<file path="config.mk">
export PLATFORM = sky130hd
export DESIGN_NAME = fsb_ctl
export DESIGN_NICKNAME = d
export VERILOG_FILES = /design/src/rtl/fsb_pkg.sv /design/src/rtl/fsb_wscnt.sv /design/src/rtl/fsb_ctl.sv
export SDC_FILE = /design/constraint.sdc
export NUM_CORES = 1
export LEC_CHECK = 0
export CAP_MARGIN = 20
export CORE_ASPECT_RATIO = 0.8
export CORE_UTILIZATION = 55
export CTS_CLUSTER_DIAMETER = 100
export CTS_CLUSTER_SIZE = 25
export DETAILED_ROUTE_END_ITERATION = 12
export PLACE_DENSITY = 0.79
export SYNTH_ARGS = -nofsm -noshare
export SYNTH_HDL_FRONTEND = slang
export SYNTH_SLANG_ARGS = --single-unit
</file>
<file path="constraint.sdc">
create_clock -name CLK -period 3.2 [get_ports CLK]
set_clock_uncertainty 0.05 [all_clocks]
set_input_delay 0.32 -clock CLK [delete_from_list [all_inputs] [get_ports CLK]]
set_output_delay 0.32 -clock CLK [all_outputs]
set_load 0.03 [all_outputs]
</file>
<file path="src/rtl/fsb_pkg.sv">
// fsb_ctl shared types: bus-cycle FSM states and default timing constants.
// Imported by the controller and its wait-state counter.
package fsb_pkg;

  typedef enum logic [3:0] {
    ST_IDLE,
    ST_RAMWAIT,
    ST_ROMWAIT,
    ST_IOFLUSH,
    ST_IOWAIT,
    ST_ACK,
    ST_VPA,
    ST_BERR,
    ST_HOLD
  } fsb_state_t;

  localparam int unsigned RAM_WS_DEF  = 1;
  localparam int unsigned ROM_WS_DEF  = 2;
  localparam int unsigned TIMEOUT_DEF = 255;

endpackage

</file>
<file path="src/rtl/fsb_wscnt.sv">
// Wait-state / timeout counter for fsb_ctl.
// Cleared while idle; saturates at 255 so it never wraps.
module fsb_wscnt
  import fsb_pkg::*;
#(
  parameter int unsigned TIMEOUT = TIMEOUT_DEF
) (
  input  logic       clk,
  input  logic       rst_n,
  input  logic       clr,
  input  logic       en,
  input  logic [7:0] ws,
  output logic       ws_done,
  output logic       tmo
);

  logic [7:0] cnt;
  logic [8:0] nxt;

  // nxt is the number of wait cycles completed at the coming edge
  assign nxt     = {1'b0, cnt} + 9'd1;
  assign ws_done = nxt >= {1'b0, ws};
  assign tmo     = en && (nxt == 9'(TIMEOUT));

  always_ff @(posedge clk or negedge rst_n) begin
    if (!rst_n) begin
      cnt <= '0;
    end else if (clr) begin
      cnt <= '0;
    end else if (en && cnt != 8'hff) begin
      cnt <= cnt + 8'd1;
    end
  end

endmodule

</file>
<file path="src/rtl/fsb_ctl.sv">
// 68k front-side-bus cycle controller: wait states, posted IO writes,
// IO read handshake, autovector and bus-error generation.
module fsb_ctl
  import fsb_pkg::*;
#(
  parameter int unsigned RAM_WS  = RAM_WS_DEF,
  parameter int unsigned ROM_WS  = ROM_WS_DEF,
  parameter int unsigned TIMEOUT = TIMEOUT_DEF
) (
  input  logic CLK,
  input  logic nRES,
  input  logic BACT,
  input  logic nWE,
  input  logic RAMCS,
  input  logic ROMCS,
  input  logic IOCS,
  input  logic IACS,
  input  logic IOPWCS,
  input  logic RAMReady,
  input  logic IODONE,
  output logic nDTACK,
  output logic nVPA,
  output logic nBERR,
  output logic IORDREQ,
  output logic IOWRREQ
);

  fsb_state_t state_q, state_d;

  logic wr_q;
  logic armed_q;
  logic pw_q;
  logic post;
  logic pw_in;
  logic ws_done;
  logic tmo;
  logic cnt_en;
  logic [7:0] ws_sel;

  logic sel_ia, sel_io, sel_rom, sel_ram, sel_none;

  // one-hot priority decode: IACS > IOCS > ROMCS > RAMCS
  assign sel_ia   = IACS;
  assign sel_io   = !IACS && IOCS;
  assign sel_rom  = !IACS && !IOCS && ROMCS;
  assign sel_ram  = !IACS && !IOCS && !ROMCS && RAMCS;
  assign sel_none = !IACS && !IOCS && !ROMCS && !RAMCS;

  assign pw_in = IOPWCS && !nWE;

  assign cnt_en = (state_q == ST_RAMWAIT) || (state_q == ST_ROMWAIT) ||
                  (state_q == ST_IOFLUSH) || (state_q == ST_IOWAIT);

  assign ws_sel = (state_q == ST_ROMWAIT) ? 8'(ROM_WS) : 8'(RAM_WS);

  fsb_wscnt #(
    .TIMEOUT (TIMEOUT)
  ) u_wscnt (
    .clk     (CLK),
    .rst_n   (nRES),
    .clr     (state_q == ST_IDLE),
    .en      (cnt_en),
    .ws      (ws_sel),
    .ws_done (ws_done),
    .tmo     (tmo)
  );

  always_ff @(posedge CLK or negedge nRES) begin
    if (!nRES) begin
      state_q <= ST_IDLE;
      wr_q    <= 1'b0;
      armed_q <= 1'b0;
      pw_q    <= 1'b0;
    end else begin
      state_q <= state_d;
      // a completion and a new post in one cycle leave the buffer full
      if (post) begin
        wr_q <= 1'b1;
      end else if (IODONE) begin
        wr_q <= 1'b0;
      end
      if (!BACT) begin
        armed_q <= 1'b1;
      end
      if (state_q == ST_IDLE) begin
        pw_q <= pw_in;
      end
    end
  end

  always_comb begin
    state_d = state_q;
    post    = 1'b0;
    unique case (state_q)
      ST_IDLE: begin
        if (armed_q && BACT) begin
          unique case (1'b1)
            sel_ia:   state_d = ST_VPA;
            sel_io: begin
              if (pw_in && (!wr_q || IODONE)) begin
                state_d = ST_ACK;
                post    = 1'b1;
              end else begin
                state_d = ST_IOFLUSH;
              end
            end
            sel_rom:  state_d = ST_ROMWAIT;
            sel_ram:  state_d = ST_RAMWAIT;
            sel_none: state_d = ST_BERR;
          endcase
        end
      end
      ST_IOFLUSH: begin
        if (!BACT) begin
          state_d = ST_IDLE;
        end else if (pw_q && IODONE) begin
          state_d = ST_ACK;
          post    = 1'b1;
        end else if (!pw_q && (!wr_q || IODONE)) begin
          state_d = ST_IOWAIT;
        end else if (tmo) begin
          state_d = ST_BERR;
        end
      end
      ST_IOWAIT: begin
        if (!BACT) begin
          state_d = ST_IDLE;
        end else if (IODONE) begin
          state_d = ST_ACK;
        end else if (tmo) begin
          state_d = ST_BERR;
        end
      end
      ST_RAMWAIT: begin
        if (!BACT) begin
          state_d = ST_IDLE;
        end else if (ws_done && RAMReady) begin
          state_d = ST_ACK;
        end else if (tmo) begin
          state_d = ST_BERR;
        end
      end
      ST_ROMWAIT: begin
        if (!BACT) begin
          state_d = ST_IDLE;
        end else if (ws_done) begin
          state_d = ST_ACK;
        end
      end
      ST_ACK: begin
        state_d = BACT ? ST_HOLD : ST_IDLE;
      end
      ST_HOLD, ST_VPA, ST_BERR: begin
        if (!BACT) begin
          state_d = ST_IDLE;
        end
      end
      default: state_d = ST_IDLE;
    endcase
  end

  // strobes follow BACT so they release in the cycle the CPU ends the bus cycle
  assign nDTACK  = !(BACT && ((state_q == ST_ACK) || (state_q == ST_HOLD)));
  assign nVPA    = !(BACT && (state_q == ST_VPA));
  assign nBERR   = !(BACT && (state_q == ST_BERR));
  assign IORDREQ = (state_q == ST_IOWAIT);
  assign IOWRREQ = wr_q;

endmodule
</file>
==> metrics list <==
- Run status: completed
- Library cell with the largest summed area after synthesis: dfrtp_1
- Grt met2 use: 0.419
- WP data required: 3.34 ns
- Setup violations remaining at the end of the flow were counted as 0.
* First-pass GRT wire length: 5.34 mm
- The endpoint identified for the worst register-to-register timing path is state_q[1]$_DFFE_PN0P_.
- The die covers about 0.0026 mm2.
- The share of total power dissipated in combinational logic is 0.652.
- Count of antenna diodes in the layout: 0
- Antenna violation net count after detailed routing: 0
- Of the total power, the share spent switching nets is 0.487.
- Post-route minimum period: between 2 and 3 ns
* Final number of max-transition violations: 0
* Initial cell density of the core: 0.593
- Dividing the detail-routed wire length by the instance count gives 16.5 um.
- Number of buffers added for setup after CTS: 0
- Class of the tightest hold or removal check: in2async
* Internal portion of total power: just over 600 uW
* Total half-perimeter wirelength after legalization and detailed placement: 2.53 mm
- IO Count: 16
- In this run the worst path has a maximum fanout of 11.
* Warning count from the yosys run: 0
- STA puts the critical path data arrival time at just over 3 ns.
* Core Box Area: roughly 0.0022 mm2
- Beginning of the critical path: state_q[3]$_DFFE_PN0P_
- The number of cells on the worst reg-to-reg path is 9.
- Buffers inserted during clock tree synthesis total 3.
* Number of global-route vias before repair: 1118
- Fraction of post-synthesis cell area in the top cell type by area: 0.288
* Clock Pin Slew Worst Setup and Hold Paths: around 0.10 ns
* Most common cell after layout, fill and taps aside: nand2_1
* Predominant post-synthesis flop cell: dfrtp_1
- The netlist uses 46 different library cells.
- Power spread over the standard cell area amounts to between 800 and 900 mW/mm2.
- Post-detailed-route via-to-cell ratio: 6.52
- Setup crit start kind: register
- Share of final-layout standard cells stronger than drive strength 1: 0.101
- Grt peak-use layer: met2
* Number of antenna violations at the first check in global routing: 0
- Largest net degree at the start of global routing: 16
* Number of filler cells placed in the layout: between 150 and 200
* Total area of sequential cells: 375 um2
* Total area of multi-input combinational cells: about 840 um2
- STA classifies the critical path endpoint as a register.
- Max Clock Freq: approximately 350 MHz
* Max-slew headroom at the worst pin: 0.528
- Power spent charging and discharging nets: 588 uW
- Number of buffers inserted by hold repair at cts: 0
- Power share of the clock group: 0.096
- Crit path kind: reg2reg
- The share of the Yosys chip area taken by registers is 0.288.
* Net total in the final layout: ~190
* Clock Tree Buf Depth: 2
- Setup Total Neg Slack: 0 ns
- Capture point of the worst path: state_q[1]$_DFFE_PN0P_
- Final WS setup: 0.320 ns
- Synthesis inferred 15 register bits.
- Worst slack at placement: between 0.3 and 0.4 ns
- Count of clock tree sinks: 15
* CTS tree: built
- The tool flagged a number of max-cap violations equal to 0.
- Number of enable-type register cells in the synthesized netlist: 0
* PostCTS Resize Cnt: 0
- Syn Std Cell Area: ~0.0013 mm2
- Global Route Usage Sum: 0.280
- Synthesis produced a netlist with a net count of around 180.
- Vias: ~1300
- In the synthesized netlist the async set-or-reset flop fraction comes to 1.00.
- The detailed router finished its first iteration with 91 violations.
* Actual transition at the worst max-transition pin: between 0.7 and 0.8 ns
* Routability congestion estimate: ~0.94
* Remaining DRCs: 0
* Syn Area/Cell: 7.85 um2
- Met3 GRT Util: 0.0739
- Congestion Overflow GR: 0
- DR pass1 iterations: 5
- Reg-to-Reg Start: state_q[3]$_DFFE_PN0P_
- The count of buffers added on input and output ports is 15.
* Clock Latency Late Sink: 0.30 ns
- Floorplan die height: 45.5 um
- Count of mapped cells out of synthesis: 166
- Setup repair after global routing missed its margin: false
- Summed over all cells, the static leakage comes to around 0.0006 uW.
* Site row count: 15
- In this run the number of H-tree levels came out at 1.
- Of the total power, registers draw 0.252.
* Worst reg2reg setup slack: ~0.32 ns
* Clock root buffer: clkbuf_4
* Wirelength, routed: 3.35 mm
* Die width: about 56 um
- Fin crit share: 0.900
* Final hold vios: 0
* Area growth, synth to finish: 14.3%
- In the global route stage, met1 resource usage came out at 0.396.
- Leaving out fill and tap cells, the most frequent cells in the layout are nand2_1 (17), dfrtp_1 (15), nor2_1 (15), clkdlybuf4s50_1 (15).
- Top area cells in the synthesized netlist: dfrtp_1 (29%), nand2_1 (4.9%), nand2b_1 (4.3%)
* Highest ir drop seen on vdd: approximately 0.00073 V
cells by family (layout without fill, tap and decap cells):
kind of cell               Yosys count  count (layout)  synth area share
AOI/OAI and AO/OA                   40              40             0.213
DFF                                 15              15             0.288
muxes                                1               1           0.00769
xor gates and xnor gates             6               6            0.0403
adders and majority gates            4               4            0.0384
and+or+nand+nor                     81              81             0.343
buffers and inverters               19              31            0.0692
worst min-delay path by stage:
stage	startpoint	to	cells after the start	slack, ns
2_1_floorplan	nRES	IOWRREQ$_DFFE_PN0P_	0	-0.03
3_3_place_gp	armed_q$_DFFE_PN0N_	armed_q$_DFFE_PN0N_	1	0.43
3_5_place_dp	armed_q$_DFFE_PN0N_	armed_q$_DFFE_PN0N_	1	0.46
4_1_cts	nRES	state_q[1]$_DFFE_PN0P_	1	0.40
5_1_grt	nRES	u_wscnt.cnt[4]$_DFFE_PN0P_	1	0.46
6_report	nRES	state_q[1]$_DFFE_PN0P_	1	0.38
routing by layer:
layer,vias to the layer above,part of all wire
met1,617,0.43
li1,627,-
met3,4,0.10
met5,-,0
met4,0,0.011
met2,76,0.46
cell type report:
| cell class | instances | share of cell area |
|---|---|---|
| Tap cell | 25 | 0.0210 |
| Clock inverter | 1 | 0.00336 |
| Timing Repair Buffer | 21 | 0.131 |
| Multi-Input combinational cell | 132 | 0.562 |
| Sequential cell | 15 | 0.252 |
| Inverter | 6 | 0.0151 |
| Clock buffer | 3 | 0.0151 |
state kept, by name, indices dropped and copies added (netlist names):
signal and flops:
state_q 4, pw_q 1, IOWRREQ 1, armed_q 1
u_wscnt.cnt 8
power groups by stage:
| stage | Sequential (uW) | Clock (uW) | Combinational, uW |
|---|---|---|---|
| after floorplan | 284 | 0 | 598 |
| after global placement | 303 | 0 | 742 |
| after detailed placement | 306 | 0 | 774 |
| after CTS | 302 | 119 | 777 |
| after global routing | 311 | 127 | 862 |
| final | 305 | 116 | 788 |
critical path: stages, from the launching register on:
cell and delay, ns:
dfrtp_1 0.51, nor4b_1 0.57, inv_1 0.15, ha_1 0.30, nand2b_1 0.14, a21o_1 0.20, a2111oi_4 0.32, a41o_2 0.28
mux2i_1 0.22, a21oi_2 0.04
cells in the mapped netlist, types with 2 or more instances:
master	number
nor3_1	11
nand2_1	17
a22o_1	2
xnor2_1	5
a31oi_1	3
buf_2	5
nand4_1	4
clkbuf_1	5
ha_1	4
o31ai_1	3
dfrtp_1	15
o22ai_1	4
inv_1	6
a21oi_1	7
nor4b_1	3
or2_2	2
nor2_1	15
nor2b_1	4
o21ai_0	11
and3_1	2
nand3_1	5
nand2b_1	9
per-stage QoR:
| step | hold WS [ns] | utilization | total power, uW | std cells | instance area [um2] |
|---|---|---|---|---|---|
| floorplan | -0.0256 | - | 882 | 166 | 1300 |
| global placement | 0.427 | 0.666 | 1040 | 199 | 1460 |
| detailed placement | 0.458 | 0.666 | 1080 | 199 | 1460 |
| CTS | 0.400 | 0.678 | 1200 | 203 | 1490 |
| global route | 0.460 | 0.678 | 1300 | 203 | 1490 |
| finish | 0.384 | 0.678 | 1210 | 203 | 1490 |
Power figures use the tool's default switching activity.
